[src/rtl/mips_pkg.sv]
// Shared definitions for the pipelined MIPS core.
//   NOP_INSTR          - encoding placed in pipeline registers for a bubble
//   fetch_state_t      - fetch-stage FSM states
//   DEFAULT_RESET_PC   - default PC after reset
//   DEFAULT_IMEM_WORDS - default instruction memory depth in 32-bit words
package mips_pkg;

    localparam logic [31:0] NOP_INSTR          = 32'h0000_0000;
    localparam logic [31:0] DEFAULT_RESET_PC   = 32'h0000_0000;
    localparam int unsigned DEFAULT_IMEM_WORDS = 1024;

    typedef enum logic {
        RUN   = 1'b0,
        FAULT = 1'b1
    } fetch_state_t;

endpackage

[src/rtl/ifid_reg.sv]
// IF/ID pipeline register: instruction, pc+4 and valid bit.
//   clk, reset            - clock, asynchronous active-high reset
//   hold                  - keep current contents (stall)
//   clear                 - load a bubble (flush); wins over hold
//   instr_d, pc_plus4_d,
//   valid_d               - next contents when neither hold nor clear
//   instr, pc_plus4, valid - registered outputs
module ifid_reg
    import mips_pkg::*;
(
    input  logic        clk,
    input  logic        reset,
    input  logic        hold,
    input  logic        clear,
    input  logic [31:0] instr_d,
    input  logic [31:0] pc_plus4_d,
    input  logic        valid_d,
    output logic [31:0] instr,
    output logic [31:0] pc_plus4,
    output logic        valid
);

    always_ff @(posedge clk or posedge reset) begin
        if (reset) begin
            instr    <= NOP_INSTR;
            pc_plus4 <= 32'd0;
            valid    <= 1'b0;
        end else if (clear) begin
            instr    <= NOP_INSTR;
            pc_plus4 <= 32'd0;
            valid    <= 1'b0;
        end else if (!hold) begin
            instr    <= instr_d;
            pc_plus4 <= pc_plus4_d;
            valid    <= valid_d;
        end
    end

endmodule

[src/rtl/fetch_stage.sv]
// Instruction-fetch stage: PC register, next-PC selection, fetch range and
// alignment trap, IF/ID register and valid-fetch counter.
//   clk, reset       - clock, asynchronous active-high reset
//   stall            - hold PC, IF/ID and counter
//   redirect,
//   redirect_target  - taken branch/jump; flush IF/ID and fetch from target
//   imem_addr        - byte address to the combinational instruction memory
//   imem_rdata       - instruction word at imem_addr, same cycle
//   ifid_instr, ifid_pc_plus4, ifid_valid - IF/ID register outputs
//   fault, fault_addr - sticky fetch trap and offending byte address
//   fetch_count      - valid instructions latched into IF/ID, wrapping
//
// State table
//   state | meaning
//   RUN   | fetching normally; redirect > stall > advance
//   FAULT | trapped on a bad fetch address; everything frozen until reset
module fetch_stage
    import mips_pkg::*;
#(
    parameter logic [31:0] RESET_PC   = DEFAULT_RESET_PC,
    parameter int unsigned IMEM_WORDS = DEFAULT_IMEM_WORDS
) (
    input  logic        clk,
    input  logic        reset,
    input  logic        stall,
    input  logic        redirect,
    input  logic [31:0] redirect_target,
    output logic [31:0] imem_addr,
    input  logic [31:0] imem_rdata,
    output logic [31:0] ifid_instr,
    output logic [31:0] ifid_pc_plus4,
    output logic        ifid_valid,
    output logic        fault,
    output logic [31:0] fault_addr,
    output logic [31:0] fetch_count
);

    localparam logic [31:0] IMEM_BYTES = 32'(IMEM_WORDS * 4);

    fetch_state_t state, state_next;
    logic [31:0]  pc, pc_next, pc_plus4;
    logic [31:0]  fault_addr_next, count_next;
    logic         ifid_hold, ifid_clear;
    logic         target_ok, pc_in_range;

    assign pc_plus4    = pc + 32'd4;
    // An overflowed pc+4 wraps to a small value but the pc itself is then
    // already out of range, so this single compare covers the wrap case.
    assign pc_in_range = (pc < IMEM_BYTES);
    assign target_ok   = (redirect_target[1:0] == 2'b00) && (redirect_target < IMEM_BYTES);

    always_ff @(posedge clk or posedge reset) begin
        if (reset) begin
            state       <= RUN;
            pc          <= RESET_PC;
            fault_addr  <= 32'd0;
            fetch_count <= 32'd0;
        end else begin
            state       <= state_next;
            pc          <= pc_next;
            fault_addr  <= fault_addr_next;
            fetch_count <= count_next;
        end
    end

    always_comb begin
        state_next      = state;
        pc_next         = pc;
        fault_addr_next = fault_addr;
        count_next      = fetch_count;
        ifid_hold       = 1'b0;
        ifid_clear      = 1'b0;
        unique case (state)
            RUN: begin
                if (redirect) begin
                    ifid_clear = 1'b1;
                    pc_next    = redirect_target;
                    if (!target_ok) begin
                        state_next      = FAULT;
                        fault_addr_next = redirect_target;
                    end
                end else if (stall) begin
                    ifid_hold = 1'b1;
                end else if (pc_in_range) begin
                    pc_next    = pc_plus4;
                    count_next = fetch_count + 32'd1;
                end else begin
                    ifid_clear      = 1'b1;
                    state_next      = FAULT;
                    fault_addr_next = pc;
                end
            end
            FAULT: begin
                ifid_clear = 1'b1;
            end
            default: begin
                ifid_clear = 1'b1;
            end
        endcase
    end

    ifid_reg u_ifid_reg (
        .clk        (clk),
        .reset      (reset),
        .hold       (ifid_hold),
        .clear      (ifid_clear),
        .instr_d    (imem_rdata),
        .pc_plus4_d (pc_plus4),
        .valid_d    (1'b1),
        .instr      (ifid_instr),
        .pc_plus4   (ifid_pc_plus4),
        .valid      (ifid_valid)
    );

    assign imem_addr = pc;
    assign fault     = (state == FAULT);

endmodule

[config.mk]
export PLATFORM = sky130hd
export DESIGN_NAME = fetch_stage
export DESIGN_NICKNAME = d
export VERILOG_FILES = /design/src/rtl/mips_pkg.sv /design/src/rtl/ifid_reg.sv /design/src/rtl/fetch_stage.sv
export SDC_FILE = /design/constraint.sdc
export NUM_CORES = 1
export LEC_CHECK = 0
export BUFFER_PORTS_ARGS = -buffer_cell sky130_fd_sc_hd__buf_2
export CAP_MARGIN = 40
export CORE_MARGIN = 2
export CORE_UTILIZATION = 46
export CTS_BUF_LIST = sky130_fd_sc_hd__clkbuf_4 sky130_fd_sc_hd__clkbuf_8 sky130_fd_sc_hd__clkbuf_16
export DETAILED_ROUTE_END_ITERATION = 7
export HOLD_SLACK_MARGIN = 0.08
export PLACE_DENSITY = 0.76
export SLEW_MARGIN = 20
export SYNTH_ARGS = -nofsm -noshare
export SYNTH_HDL_FRONTEND = slang
export SYNTH_SLANG_ARGS = --single-unit
[constraint.sdc]
create_clock -name clk -period 6.67 [get_ports clk]
set_clock_uncertainty 0.2 [all_clocks]
set_input_delay 2.001 -clock clk [delete_from_list [all_inputs] [get_ports clk]]
set_output_delay 2.001 -clock clk [all_outputs]
set_load 0.005 [all_outputs]
==> impl_summary.txt, run 1 <==
----------------------------------------------------
[Worst setup path]
  Reg2Reg Launch Point ... imem_addr[30]
  Critical Path Source Type ... input port
  Top fanout value on the critical path ... 19
  Data required time at the worst endpoint ... a little under 7 ns
  Crit path from ... redirect
  Sort of element at the end of the critical path ... flip-flop
  Data arrival time of the critical path ... roughly 4.5 ns
  Worst setup path category ... input port to flip-flop

[Yosys]
  Post-synth EDFFs ... 0
  Netlist area before placement ... 0.007296 mm^2
  Post-synthesis average cell area ... between 10 and 15 um^2
  Cell type contributing the most total cell area after synthesis ... sky130_fd_sc_hd__dfrtp_1
  Sequential share of the synthesized area ... 55.57%
  Number of storage elements in the synthesis netlist ... 162
  Cell types with the largest area share after synthesis ... sky130_fd_sc_hd__dfrtp_1, sky130_fd_sc_hd__mux2_2, sky130_fd_sc_hd__nand2_1, sky130_fd_sc_hd__nand3_1, sky130_fd_sc_hd__a21oi_1
  Post-synthesis async set-or-reset flop share ... 100.0%
  Synth top area share ... a little under three fifths
  Syn_nets ... 730
  Number of distinct library cell variants in the gate-level netlist after synthesis ... a little over 50
  Top_reg_cell synth ... sky130_fd_sc_hd__dfrtp_1
  Count of warnings emitted by yosys ... 0
  Mapped Cells ... 660

[CTS]
  H-tree depth ... 4
  CTS tree ... done
  Hold-fix buffers at CTS ... 0
  Clock latency on the worst-skew pair ... approximately 0.42 ns
  Clock-pin slew on the worst setup and hold paths ... ~0.060 ns
  Root buffer selected by CTS ... sky130_fd_sc_hd__clkbuf_16
  Number of clock buffers inserted by TritonCTS ... 17
  Post-CTS resize count ... 0
  Buffers from clock root to sink, at most ... 2
  Post-CTS setup buffer count ... 0
  Count of clock tree sinks ... 162

[Power]
  Internal power of the cells ... ~1600 uW
  Power Dens Cells ... between 200 and 250 mW/mm^2
  Switching part of the total power ... between 20% and 30%
  Reported net switching power ... 513.8 uW
  Share of total power in the clock network ... between 40% and 50%
  Total power ... 2129 uW
  Logic gate share of total power ... around 8.0%
  Worst supply voltage drop on vdd ... 0.1646 mV
  Static Leak ... 0.004640 uW
  Share of power burned in registers ... approximately half

[Floorplan]
  Die area ... ~0.017 mm^2
  Y dimension of the die ... roughly 130 um
  Site Rows ... 46
  Floorplan core area ... around 0.016 mm^2
  Number of placed I/O pins ... 230
  Initial Util ... 46.43%
  X dimension of the die ... approximately 130 um

[STA]
  Headroom to the max-slew limit ... 52.92%
  Ratio of final minimum period to clock period ... 65.50%
  Least-Margin Pin Slew ... 0.7062 ns
  Final critical path time including I/O delays and setup ... approximately 4.4 ns
  Final Hold Viols ... 0
  Setup TNS ... 0 ns
  Setup repair after global routing missed its margin ... no
  Max-slew violation count ... 0
  Worst hold-check slack ... approximately 0.28 ns
  Max Freq ... about 230 MHz
  Setup violation total in the final timing report ... 0

[Drt]
  Avg WL per Cell ... between 15 and 20 um
  Number of DRC violations after detailed-routing iteration 0 ... 254
  Routed wire length ... about 19,000 um
  Post-detailed-route count of antenna-violating nets ... 0
  Total DRC errors in the routed layout ... 0
  Total vias in the final route ... about 6,000
  Vias per std cell ... ~5.4
  Total iterations of the first detailed-routing run ... 5

[Job]
  Number of maximum-capacitance violations ... 0

[GRT]
  Via count of the first global-routing pass ... around 5,500
  Global route overflow ... 0
  First-pass GRT wire length ... ~29,000 um
  GRT Total Usage ... 22.13%
  Pin count of the biggest net entering global routing ... 74
  Initial antenna violation count ... 0

[Final layout]
  Flip-flop and latch area ... ~0.004 mm^2
  Count of nets after finishing ... 946
  Count of inserted antenna diode cells ... 0
  Filler Cell Count ... about 1,400
  Non-filler instance count after layout ... between 1,000 and 1,500
  Area occupied by multi-input gates ... between 0.003 and 0.004 mm^2
  Fraction of final layout cells with drive strength greater than 1 ... 39.15%
  Area added between synthesis and finish ... 26.94%

[Place]
  Cell count after placement ... approximately 1,100
  Number of port buffers ... 229
  Hpwl dp ... ~13,000 um
  Gp weighted congestion ... 0.8339

[Min path]
  Critical hold path startpoint ... fault_addr[31]
  Class of the tightest hold or removal check ... flip-flop to flip-flop

[Outcome]
  Outcome ... complete, no violations

----------------------------------------------------
-- stage by stage --
stage | instance area (um^2) | util [%] | setup WS (ns)
after global routing | 9261 | 58.94 | 2.116
after floorplan | 7296 | - | 0.09238
after global placement | 8620 | 54.86 | 1.726
after detailed placement | 8682 | 55.26 | 1.854
after CTS | 9241 | 58.82 | 2.304
final | 9261 | 58.94 | 2.301
-- Yosys cell counts (2+ instances only) --
library cell               count
sky130_fd_sc_hd__nor4_1        6
sky130_fd_sc_hd__xnor2_1      27
sky130_fd_sc_hd__a21oi_1      52
sky130_fd_sc_hd__a21o_1        3
sky130_fd_sc_hd__a22o_1       15
sky130_fd_sc_hd__or2_2         2
sky130_fd_sc_hd__nor4_2        4
sky130_fd_sc_hd__mux2_1        5
sky130_fd_sc_hd__inv_1         2
sky130_fd_sc_hd__buf_1         3
sky130_fd_sc_hd__ha_1          2
sky130_fd_sc_hd__mux2i_1       3
sky130_fd_sc_hd__nor2_1       20
sky130_fd_sc_hd__nor2b_1       5
sky130_fd_sc_hd__nand4_1      13
sky130_fd_sc_hd__dfrtp_1     162
sky130_fd_sc_hd__and3_1       24
sky130_fd_sc_hd__a221o_1       2
sky130_fd_sc_hd__clkbuf_1     34
sky130_fd_sc_hd__nand3_1      60
sky130_fd_sc_hd__or3_1         3
sky130_fd_sc_hd__and4_1        7
sky130_fd_sc_hd__xor2_1       13
sky130_fd_sc_hd__buf_2         7
sky130_fd_sc_hd__nor4_4        3
sky130_fd_sc_hd__nor3_1        6
sky130_fd_sc_hd__o22a_1        3
sky130_fd_sc_hd__clkinv_1      2
sky130_fd_sc_hd__o31ai_1       2
sky130_fd_sc_hd__mux2_2       56
sky130_fd_sc_hd__nand2_1      84
sky130_fd_sc_hd__o22ai_1       6
sky130_fd_sc_hd__nand4_2       2
sky130_fd_sc_hd__o311a_1       2
sky130_fd_sc_hd__o41ai_1       2
sky130_fd_sc_hd__a22oi_1       3
-- kinds of logic after synthesis --
family / Yosys count / share of synthesized area, %
multiplexers: 64 / 9.827
buffers and inverters: 48 / 2.590
AND/OR/NAND/NOR: 247 / 18.35
XOR/XNOR: 40 / 4.802
AO/OA/AOI/OAI: 97 / 8.524
adder cells (fa/ha/maj): 2 / 0.3429
flip-flops: 162 / 55.57
-- layout by cell type (no fill, tap or decap), drive strengths merged, types with 2 or more instances in the layout --
master	count
a221o	2
o41ai	2
nor3	8
a21oi	53
nand3	60
xnor2	27
nor2	21
or3	3
ha	2
nand2	84
and4	7
clkbuf	22
a21o	3
o311a	2
o22ai	6
mux2	61
or2	2
nand4	16
and3	24
o31ai	2
o21ai	2
nor4	13
o22a	3
a22o	15
inv	3
xor2	13
dfrtp	162
clkinv	6
mux2i	3
nor2b	5
buf	241
a22oi	3
clkinvlp	5
-- flip-flops by register name, summed over array words and instances (netlist names) --
| signal | count |
|---|---|
| fetch_count | 32 |
| fault_addr | 32 |
| imem_addr | 32 |
| u_ifid_reg.valid | 1 |
| fault | 1 |
| u_ifid_reg.instr | 32 |
| u_ifid_reg.pc_plus4 | 32 |
-- power by group through the flow --
stage	logic [uW]	clock network, uW	registers (uW)
6_report	170	911	1050
2_1_floorplan	84.7	0	1060
5_1_grt	188	981	1050
3_5_place_dp	171	0	1070
3_3_place_gp	168	0	1070
4_1_cts	172	932	1050
-- final timing paths --
kind                                         to  slack, ns  cells past startpoint
min in group asynchronous  u_ifid_reg.instr[16]       1.40                      2
max reg2reg                      fault_addr[31]       3.42                      7
min reg2reg                      fault_addr[31]       0.28                      1
max                              fault_addr[11]       2.30                      7
max in group asynchronous  u_ifid_reg.instr[10]       3.80                      3
min                              fault_addr[31]       0.28                      1
-- area by class of cell --
class                   count  area share (%)
multi-input cells         450           33.14
repair buffers            241           13.92
clock buffers              22           5.201
inverters                   4          0.2162
flip-flops and latches    162           43.77
well taps                 216           2.918
clock inverters            10          0.8376
-- metal layers --
layer	vias up	track usage [%]	share of wire [%]
met5	-	0	0
met4	0	6.705	1.3
met3	20	6.437	8.6
met2	235	35.76	48
met1	2909	29.08	43
li1	2812	-	-
-- critical path, stage by stage --
cell                       delay, ns
sky130_fd_sc_hd__buf_2          0.11
sky130_fd_sc_hd__clkinv_1       0.30
sky130_fd_sc_hd__a21oi_2        0.64
sky130_fd_sc_hd__o21ai_0        0.30
sky130_fd_sc_hd__a21oi_4        0.54
sky130_fd_sc_hd__buf_16         0.23
sky130_fd_sc_hd__mux2_2         0.35
Note: power is estimated with default switching activity, not from simulation.
==> run 2: changes to the inputs <==
- CORE_UTILIZATION: 46 -> 51
- PLACE_DENSITY: 0.76 -> 0.8
- clock period: 6.67 -> 4.6 ns (I/O delays scaled with it)
==> run 2 against run 1 <==
Cell count is 3.1% lower. Die area is 9.5% lower. Worst setup slack worse by 1.0 ns. Sequential share of layout area is 0.18 points higher. Clock-buffer cell count is 4 lower. Sequential cell count stayed put. Non-clock buffer count is 2 higher. First-iteration DRC count is 62% higher. Critical path depth stayed put. Largest power group unchanged. Sequential power is 45% higher. Via count is 1.8% higher. Combinational power is 46% higher.
==> impl_summary.txt, run 2 (synthesized netlist as in run 1, its figures left out) <==
----------------------------------------------------
[Outcome]
  Outcome ... complete, no violations

[CTS]
  CTS tree ... done
  Post-CTS resize count ... 0 (unchanged)
  Clock latency on the worst-skew pair ... 0.42 ns (about the same)
  Hold-fix buffers at CTS ... 0 (unchanged)
  Post-CTS setup buffer count ... 0 (unchanged)
  Count of clock tree sinks ... 162 (unchanged)
  Number of clock buffers inserted by TritonCTS ... 17 (unchanged)
  H-tree depth ... 4 (unchanged)
  Clock-pin slew on the worst setup and hold paths ... 0.06 ns (about the same)
  Root buffer selected by CTS ... sky130_fd_sc_hd__clkbuf_16
  Buffers from clock root to sink, at most ... 2 (unchanged)

[STA]
  Post-route worst setup slack ... 1.292 ns (-1.009 ns)
  Setup violation total in the final timing report ... 0 (unchanged)
  Final critical path time including I/O delays and setup ... about 3.3 ns
  Least-Margin Pin Slew ... 0.6266 ns (-0.07958 ns)
  Setup TNS ... 0 ns (unchanged)
  Max-slew violation count ... 0 (unchanged)
  Ratio of final minimum period to clock period ... a little under three quarters
  Setup repair after global routing missed its margin ... no
  Final Hold Viols ... 0 (unchanged)
  Headroom to the max-slew limit ... 57.95% (+5.0 points)
  Max Freq ... 302.3 MHz

[Floorplan]
  Floorplan core area ... 0.01393 mm^2 (-11%)
  Site Rows ... 43 (-6.5%)
  Die area ... 0.01528 mm^2 (-9.5%)
  Initial Util ... 52.36% (+5.9 points)
  X dimension of the die ... 123.6 um (-4.9%)
  Number of placed I/O pins ... 230 (unchanged)
  Y dimension of the die ... 123.6 um (-4.9%)

[Drt]
  Routed wire length ... 19,160 um (+1.6%)
  Post-detailed-route count of antenna-violating nets ... 0 (unchanged)
  Number of DRC violations after detailed-routing iteration 0 ... 411 (+62%)
  Total DRC errors in the routed layout ... 0 (unchanged)
  Avg WL per Cell ... 17.89 um (+4.9%)
  Total iterations of the first detailed-routing run ... 5 (unchanged)
  Total vias in the final route ... 6,085 (+1.8%)
  Vias per std cell ... 5.682 (+5.1%)

[Final layout]
  Non-filler instance count after layout ... 1,071 (-3.1%)
  Fraction of final layout cells with drive strength greater than 1 ... 39.28% (+0.14 points)
  Area added between synthesis and finish ... 26.43%
  Most frequent standard cell in the layout excluding fill and tap cells ... sky130_fd_sc_hd__buf_2
  Commonest cells after routing, fill and taps aside ... sky130_fd_sc_hd__buf_2, sky130_fd_sc_hd__dfrtp_1, sky130_fd_sc_hd__nand2_1
  Count of nets after finishing ... 948 (+0.21%)
  Core utilization of the finished layout ... 66.19% (+7.3 points)
  Count of inserted antenna diode cells ... 0 (unchanged)

[Place]
  Number of port buffers ... 229 (unchanged)
  Hpwl dp ... 13,570 um (+1.7%)
  Gp weighted congestion ... 0.8507 (+2.0%)
  Cell count after placement ... 1,039 (-3.1%)
  Worst Setup Slack post-DPL ... 0.8663 ns (-0.9873 ns)

[GRT]
  GRT Total Usage ... 25.28% (+3.2 points)
  Via count of the first global-routing pass ... 5,823 (+5.8%)
  First-pass GRT wire length ... 29,900 um (+2.9%)
  Met3 Usage GRT ... 6.227% (-0.21 points)
  Initial antenna violation count ... 0 (unchanged)
  Met1 layer usage reported by global route ... 33.10% (+4.0 points)
  Global route overflow ... 0 (unchanged)
  Pin count of the biggest net entering global routing ... 75 (+1.4%)
  Most Used Layer, Global Route ... met2
  Met2 Resource Use GR ... 41.07% (+5.3 points)

[Worst setup path]
  Register-to-register setup slack ... 1.48 ns (-1.94 ns)
  Sort of element at the end of the critical path ... flip-flop
  Worst setup path category ... input port to flip-flop
  Data required time at the worst endpoint ... 4.71 ns (-2.06 ns)
  Top fanout value on the critical path ... 24 (+5)
  Critical Path Source Type ... input port
  Data arrival time of the critical path ... 3.41 ns (-1.06 ns)
  Reg2Reg Launch Point ... imem_addr[31]
  Crit path from ... redirect

[Min path]
  Class of the tightest hold or removal check ... flip-flop to flip-flop
  Critical hold path startpoint ... fetch_count[30]

[Power]
  Static Leak ... 0.004651 uW (+0.24%)
  Power Dens Cells ... 339.1 mW/mm^2 (+47%)
  Worst supply voltage drop on vdd ... 0.2277 mV (+38%)
  Total power ... 3128 uW (+47%)

[Job]
  Number of maximum-capacitance violations ... 0 (unchanged)

----------------------------------------------------
-- run 2: cell types whose count changed in the layout (fill, tap and decap cells not counted), sizes merged --
cell      before  now
inv            3    5
clkbuf        22   18
clkinv         6    8
clkinvlp       5    4
bufinv         0    1
buf          241  243
-- run 2: power breakdown --
group / internal, uW / leakage [uW] / total [uW] / switching (uW)
Combinational: 123 / 0.00220 / 249 / 126
Clock: 765 / 0.000273 / 1360 / 595
Sequential: 1470 / 0.00217 / 1520 / 45.4
Total: 2360 / 0.00465 / 3130 / 766
-- run 2: worst paths after layout --
check / endpoint / cells after the start
max: fault_addr[9] / 7
min: fetch_count[30] / 1
max reg2reg: fault_addr[31] / 6
min reg2reg: fetch_count[30] / 1
max in group asynchronous: u_ifid_reg.instr[12] / 4
min in group asynchronous: fault_addr[12] / 2
-- run 2: metrics by stage --
stage / instance area (um^2) / hold WS (ns)
final: 9224 / 0.2877
after CTS: 9224 / 0.2850
after global routing: 9224 / 0.3069
after global placement: 8628 / 0.2558
after floorplan: 7300 / 0.2682
after detailed placement: 8656 / 0.2766
-- run 2: worst max-delay path: stages --
cell	delay (ns)
sky130_fd_sc_hd__buf_2	0.40
sky130_fd_sc_hd__clkinv_1	0.19
sky130_fd_sc_hd__a21oi_2	0.19
sky130_fd_sc_hd__o21ai_0	0.15
sky130_fd_sc_hd__a21oi_4	0.31
sky130_fd_sc_hd__buf_4	0.40
sky130_fd_sc_hd__mux2_2	0.38
-- run 2: final cells by class --
| class | count | area (um^2) |
|---|---|---|
| Timing Repair Buffer | 243 | 1289 |
| Clock buffer | 18 | 439.2 |
| Tap cell | 180 | 225.2 |
| Fill cell | 1110 | 4711 |
| Clock inverter | 14 | 128.9 |
| Sequential cell | 162 | 4054 |
| Inverter | 4 | 18.77 |
| Multi-Input combinational cell | 450 | 3069 |
-- run 2: per-layer routing --
metal | part of all wire (%) | routed length (um) | vias up
met1 | 42 | 7954 | 2963
met4 | 2.4 | 454 | 0
met3 | 8.0 | 1540 | 41
met5 | 0 | 0 | -
li1 | - | - | 2806
met2 | 48 | 9213 | 275
